$ cat src/rtl/car_alarm_display_if.sv
// Door sensor, acknowledge button and display signals of the car alarm display path.
// The master drives the sensors and buttons; the slave drives segment and alarm.
interface car_alarm_display_if;
  logic       front1;
  logic       front2;
  logic       back1;
  logic       back2;
  logic       trunk;
  logic       bttnL;
  logic       bttnR;
  logic       bttnU;
  logic       bttnD;
  logic       bttnC;
  logic [6:0] segment;
  logic       alarm;

  modport master (
    output front1, front2, back1, back2, trunk,
    output bttnL, bttnR, bttnU, bttnD, bttnC,
    input  segment, alarm
  );

  modport slave (
    input  front1, front2, back1, back2, trunk,
    input  bttnL, bttnR, bttnU, bttnD, bttnC,
    output segment, alarm
  );
endinterface

$ cat src/rtl/car_alarm_display.sv
// Latches newly opened doors as pending and shows them round-robin on an active-low 7-seg bus.
// Define CAR_ALARM_BLINK_EN to blank the code during the second half of each dwell.
module car_alarm_display #(
  parameter int unsigned DWELL = 16
) (
  input logic                clk,
  input logic                rst,
  car_alarm_display_if.slave bus
);

  localparam int unsigned CntW = $clog2(DWELL);
  typedef logic [CntW-1:0] cnt_t;
  localparam cnt_t       CntLast  = cnt_t'(DWELL - 1);
  localparam logic [6:0] SegBlank = 7'b1111111;
`ifdef CAR_ALARM_BLINK_EN
  localparam cnt_t       CntHalf  = cnt_t'(DWELL / 2);
`endif

  logic [4:0] door, btn, door_q, btn_q, door_rise, btn_rise;
  logic [4:0] pend_q, pend_d;
  logic [2:0] idx_q, idx_d, idx_next;
  cnt_t       cnt_q, cnt_d;
  logic [6:0] seg_q, seg_d, code;
  logic       cur_pend;

  assign door = {bus.trunk, bus.back2, bus.back1, bus.front2, bus.front1};
  assign btn  = {bus.bttnC, bus.bttnD, bus.bttnU, bus.bttnR, bus.bttnL};

  assign door_rise = door & ~door_q;
  assign btn_rise  = btn & ~btn_q;
  // A door rise on the same bit overrides its acknowledge.
  assign pend_d    = (pend_q | door_rise) & ~(btn_rise & ~door_rise);

  assign cur_pend  = pend_q[idx_q];

  // First pending door after idx_q, scanning cyclically; wraps back to idx_q itself.
  always_comb begin
    logic [3:0] sum;
    logic [2:0] cand;
    logic       found;
    idx_next = idx_q;
    found    = 1'b0;
    for (int k = 1; k <= 5; k++) begin
      sum  = {1'b0, idx_q} + 4'(k);
      cand = (sum >= 4'd5) ? 3'(sum - 4'd5) : sum[2:0];
      if (!found && pend_q[cand]) begin
        idx_next = cand;
        found    = 1'b1;
      end
    end
  end

  always_comb begin
    idx_d = idx_q;
    cnt_d = cnt_q;
    if (pend_q == 5'b0) begin
      cnt_d = '0;
    end else if (!cur_pend || cnt_q == CntLast) begin
      idx_d = idx_next;
      cnt_d = '0;
    end else begin
      cnt_d = cnt_q + cnt_t'(1);
    end
  end

  always_comb begin
    case (idx_q)
      3'd0:    code = 7'b0001110;
      3'd1:    code = 7'b0000011;
      3'd2:    code = 7'b0000110;
      3'd3:    code = 7'b1000110;
      3'd4:    code = 7'b0100001;
      default: code = SegBlank;
    endcase
  end

  always_comb begin
    seg_d = cur_pend ? code : SegBlank;
`ifdef CAR_ALARM_BLINK_EN
    if (cnt_q >= CntHalf) seg_d = SegBlank;
`endif
  end

  always_ff @(posedge clk or posedge rst) begin
    if (rst) begin
      door_q <= '0;
      btn_q  <= '0;
      pend_q <= '0;
      idx_q  <= '0;
      cnt_q  <= '0;
      seg_q  <= SegBlank;
    end else begin
      door_q <= door;
      btn_q  <= btn;
      pend_q <= pend_d;
      idx_q  <= idx_d;
      cnt_q  <= cnt_d;
      seg_q  <= seg_d;
    end
  end

  assign bus.segment = seg_q;
  assign bus.alarm   = |pend_q;

endmodule

$ cat src/flat_wrapper.sv
// flat-port wrapper written by rule: the top's interface ports become plain ports
module car_alarm_display_flat 
#(
  parameter int unsigned DWELL = 16
)
  (clk, rst, bus_front1, bus_front2, bus_back1, bus_back2, bus_trunk, bus_bttnL, bus_bttnR, bus_bttnU, bus_bttnD, bus_bttnC, bus_segment, bus_alarm);
  car_alarm_display_if bus_i ();
  input logic clk;
  input logic rst;
  input wire logic [$bits(bus_i.front1)-1:0] bus_front1;
  input wire logic [$bits(bus_i.front2)-1:0] bus_front2;
  input wire logic [$bits(bus_i.back1)-1:0] bus_back1;
  input wire logic [$bits(bus_i.back2)-1:0] bus_back2;
  input wire logic [$bits(bus_i.trunk)-1:0] bus_trunk;
  input wire logic [$bits(bus_i.bttnL)-1:0] bus_bttnL;
  input wire logic [$bits(bus_i.bttnR)-1:0] bus_bttnR;
  input wire logic [$bits(bus_i.bttnU)-1:0] bus_bttnU;
  input wire logic [$bits(bus_i.bttnD)-1:0] bus_bttnD;
  input wire logic [$bits(bus_i.bttnC)-1:0] bus_bttnC;
  output wire logic [$bits(bus_i.segment)-1:0] bus_segment;
  output wire logic [$bits(bus_i.alarm)-1:0] bus_alarm;
  assign bus_i.front1 = bus_front1;
  assign bus_i.front2 = bus_front2;
  assign bus_i.back1 = bus_back1;
  assign bus_i.back2 = bus_back2;
  assign bus_i.trunk = bus_trunk;
  assign bus_i.bttnL = bus_bttnL;
  assign bus_i.bttnR = bus_bttnR;
  assign bus_i.bttnU = bus_bttnU;
  assign bus_i.bttnD = bus_bttnD;
  assign bus_i.bttnC = bus_bttnC;
  assign bus_segment = bus_i.segment;
  assign bus_alarm = bus_i.alarm;
  car_alarm_display #(.DWELL(DWELL)) u_core (.clk(clk), .rst(rst), .bus(bus_i));
endmodule
$ cat config.mk
export PLATFORM = sky130hd
export DESIGN_NAME = car_alarm_display_flat
export DESIGN_NICKNAME = d
export VERILOG_FILES = /design/src/rtl/car_alarm_display_if.sv /design/src/rtl/car_alarm_display.sv /design/src/flat_wrapper.sv
export SDC_FILE = /design/constraint.sdc
export NUM_CORES = 1
export LEC_CHECK = 0
export CORE_MARGIN = 8
export CORE_UTILIZATION = 58
export CTS_CLUSTER_SIZE = 12
export DETAILED_ROUTE_END_ITERATION = 6
export PLACE_DENSITY = 0.77
export REMOVE_ABC_BUFFERS = 1
export SYNTH_ARGS = -nofsm -noshare
export SYNTH_HDL_FRONTEND = slang
export SYNTH_SLANG_ARGS = --single-unit
$ cat constraint.sdc
create_clock -name clk -period 3.9 [get_ports clk]
set_input_delay 0.39 -clock clk [delete_from_list [all_inputs] [get_ports clk]]
set_output_delay 0.39 -clock clk [all_outputs]
set_load 0.01 [all_outputs]
==> qor.yml <==
run_status: "finished, final reports clean"
grt_remaining_overflow: 0
postRouteAntennaNets: 0
setup-violations-final: 0
synth-edff-count: 0
portBuffers: 19
worst_setup_path_end_kind: "flip-flop"
post_drt_wl_per_cell_um: 16.0
grt_max_degree: 28
cpMostUsedCell: "and3_1"
rsz0062_at_grt: "no"
cp.required_ps: 4080
cts_setup_buffers: 0
whs_path_depth: 1
cts_made_buffers: 5
initial_utilization: 0.609
drv_slew: 0
slew_headroom: 0.575
tightest_slew_ps: 637
area_growth_syn_to_layout_pct: 15.4
drtIter0Drc: 195
synth.distinct_cells: 58
hold_path_class: "flip-flop to flip-flop"
max_freq_ghz: 0.291
synth.mux.area_fraction: 0.0608
drive_above_1_share: 0.123
final_cells: 325
ys_ff_latch: 29
hold_viol_final: 0
netlist_area_um2: 2240
fp.dieW_um: 78.2
core-area_um2: 3690
cts_tree: "yes"
crit_chain: "inv_1, ha_1, mux2i_1, nand4b_1, and3_1, a2bb2oi_2, nand4b_4, or3_1, and3_1, o31a_1"
hold_start: "u_core.door_q[3]"
final_util: 0.703
gr-usage-met1: 0.228
synth_top_family_by_area: "compound AO/OA/AOI/OAI gates"
synth_common_cells: "dfrtp_1 (22), inv_1 (22), o21ai_0 (15)"
cp_slowest_cell: "dfrtp_1"
regToRegSetupSlack_ps: 460
post-route-period-util: 0.882
finalCriticalPeriod_ps: 3440
n_antenna_cell: 0
ctsLongestPathBuffers: 2
worstPathMaxFanout: 10
synth_area_per_cell_um2: 8.91
synth_fa_ha_area_frac: 0.0758
synth-simple-area-share: 0.217
row_count: 22
grt_pass1_vias: 1922
grt_pass1_wl_um: 9010
clk_latency_ps: 290
dp_hpwl_um: 3970
drv_cap: 0
cts_resized: 0
grt_use_met2: 0.279
setup_tns_ps: 0
yosysTopAreaCell: "dfrtp_1"
htree_levels: 2
final_nets: 301
yosysWarnings: 0
cts_hold_buf: 0
whs_endpoint: "u_core.pend_q[3]"
via_count: 1971
grt_usage: 0.181
top_usage_layer: "met2"
path_clk_slew_ps: 70
yosys_most_used_dff: "dfrtp_1"
startpoint_type: "flip-flop"
synth_xor_area_frac: 0.0307
rr_startpoint: "u_core.idx_q[1]"
yosysTopAreaCellShare: 0.245
post-place-cells: 317
top_level_ports: 20
reg2reg_depth: 10
cpPeakStageDelay_ps: 570
path_class: "flip-flop to flip-flop"
drt-total-wl_um: 5200
clock-sinks: 29
fin_skew_ps: 6.05
worstReg2RegEnd: "u_core.idx_q[2]"
drt_drc_violations_left: 0
vias_per_cell: 6.06
met3_usage: 0.0467
antenna_found_initial: 0
ys_seq_area_frac: 0.327
synth_area_leaders: "dfrtp_1 (25%), dfstp_2 (8.2%), ha_1 (6.7%)"
synth_compound_area_frac: 0.226
gp_congestion: 0.913
dieArea_um2: 6120
syn_inst: 252
die_h_um: 78.2
clock_tree.root_cell: "clkbuf_8"
critPathArrivalTime_ps: 3620
first_pass_iters: 4
synthArstFlopShare: 1.00
-- cell type report --
type,count,area [um2]
multi-input combinational,191,1370
fill,313,1100
sequential,29,734
timing repair buffer,26,243
inverter,23,86.3
clock buffer,6,82.6
tap,48,60.1
clock inverter,2,13.8
-- state kept, by name, summed over array words and instances (netlist names) --
signal	flops
u_core.bus.segment	7
u_core.btn_q	5
u_core.door_q	5
u_core.pend_q	5
u_core.cnt_q	4
u_core.idx_q	3
-- kinds of logic (layout without fill, tap and decap cells) --
kind of cell,Yosys count,count (layout)
muxes,12,12
xor gates and xnor gates,7,7
adders and majority gates,13,13
buffers and inverters,32,57
and+or+nand+nor,85,85
DFF,29,29
AOI/OAI and AO/OA,74,74
-- how the worst max path moves through the flow --
stage / from / end / slack (ps) / cells after the start
finish: u_core.idx_q[1] / u_core.idx_q[2] / 460 / 10
floorplan: u_core.idx_q[0] / u_core.idx_q[2] / 360 / 10
CTS: u_core.idx_q[1] / u_core.idx_q[2] / 490 / 10
detailed placement: u_core.idx_q[1] / u_core.idx_q[2] / 510 / 10
global route: u_core.idx_q[1] / u_core.idx_q[2] / 290 / 10
global placement: u_core.idx_q[1] / u_core.idx_q[2] / 560 / 10
-- cells in the final DEF, fill, tap and decap left out, types with 4 or more instances in the layout --
cell,instances
nor2b_1,9
buf_4,7
and3_1,4
mux2i_1,10
nor2_1,14
ha_1,12
a21o_1,5
a211oi_1,4
nand2_1,11
nand3_1,8
or3_1,7
o22ai_1,4
o211ai_1,5
o21ai_0,15
o21a_1,5
nand2b_1,9
clkdlybuf4s50_1,19
and2_1,5
inv_1,22
dfstp_2,7
a21oi_1,11
xnor2_1,5
clkbuf_8,6
dfrtp_1,22
-- per-layer routing --
metal / part of all wire / up-vias
li1: - / 955
met1: 0.44 / 898
met2: 0.45 / 98
met3: 0.084 / 20
met4: 0.034 / 0
met5: 0 / -
-- per-stage QoR --
stage	instance area [um2]	setup slack [ps]	hold WS, ps
after global routing	2590	285	433
after floorplan	2190	364	400
final	2590	459	425
after CTS	2590	490	429
after global placement	2490	556	406
after detailed placement	2490	507	420
-- critical path: cells and delay by family (launching register included) --
kind            cells  cell delay [ps]
simple gates        5             1010
mux                 1              410
fa+ha+maj           1              540
flops               1              570
compound gates      2              600
buf+inv             1              210
Power is left out: the tool's default activity adds up to more than one toggle a clock period on the data nets, which glitch-free logic cannot reach.
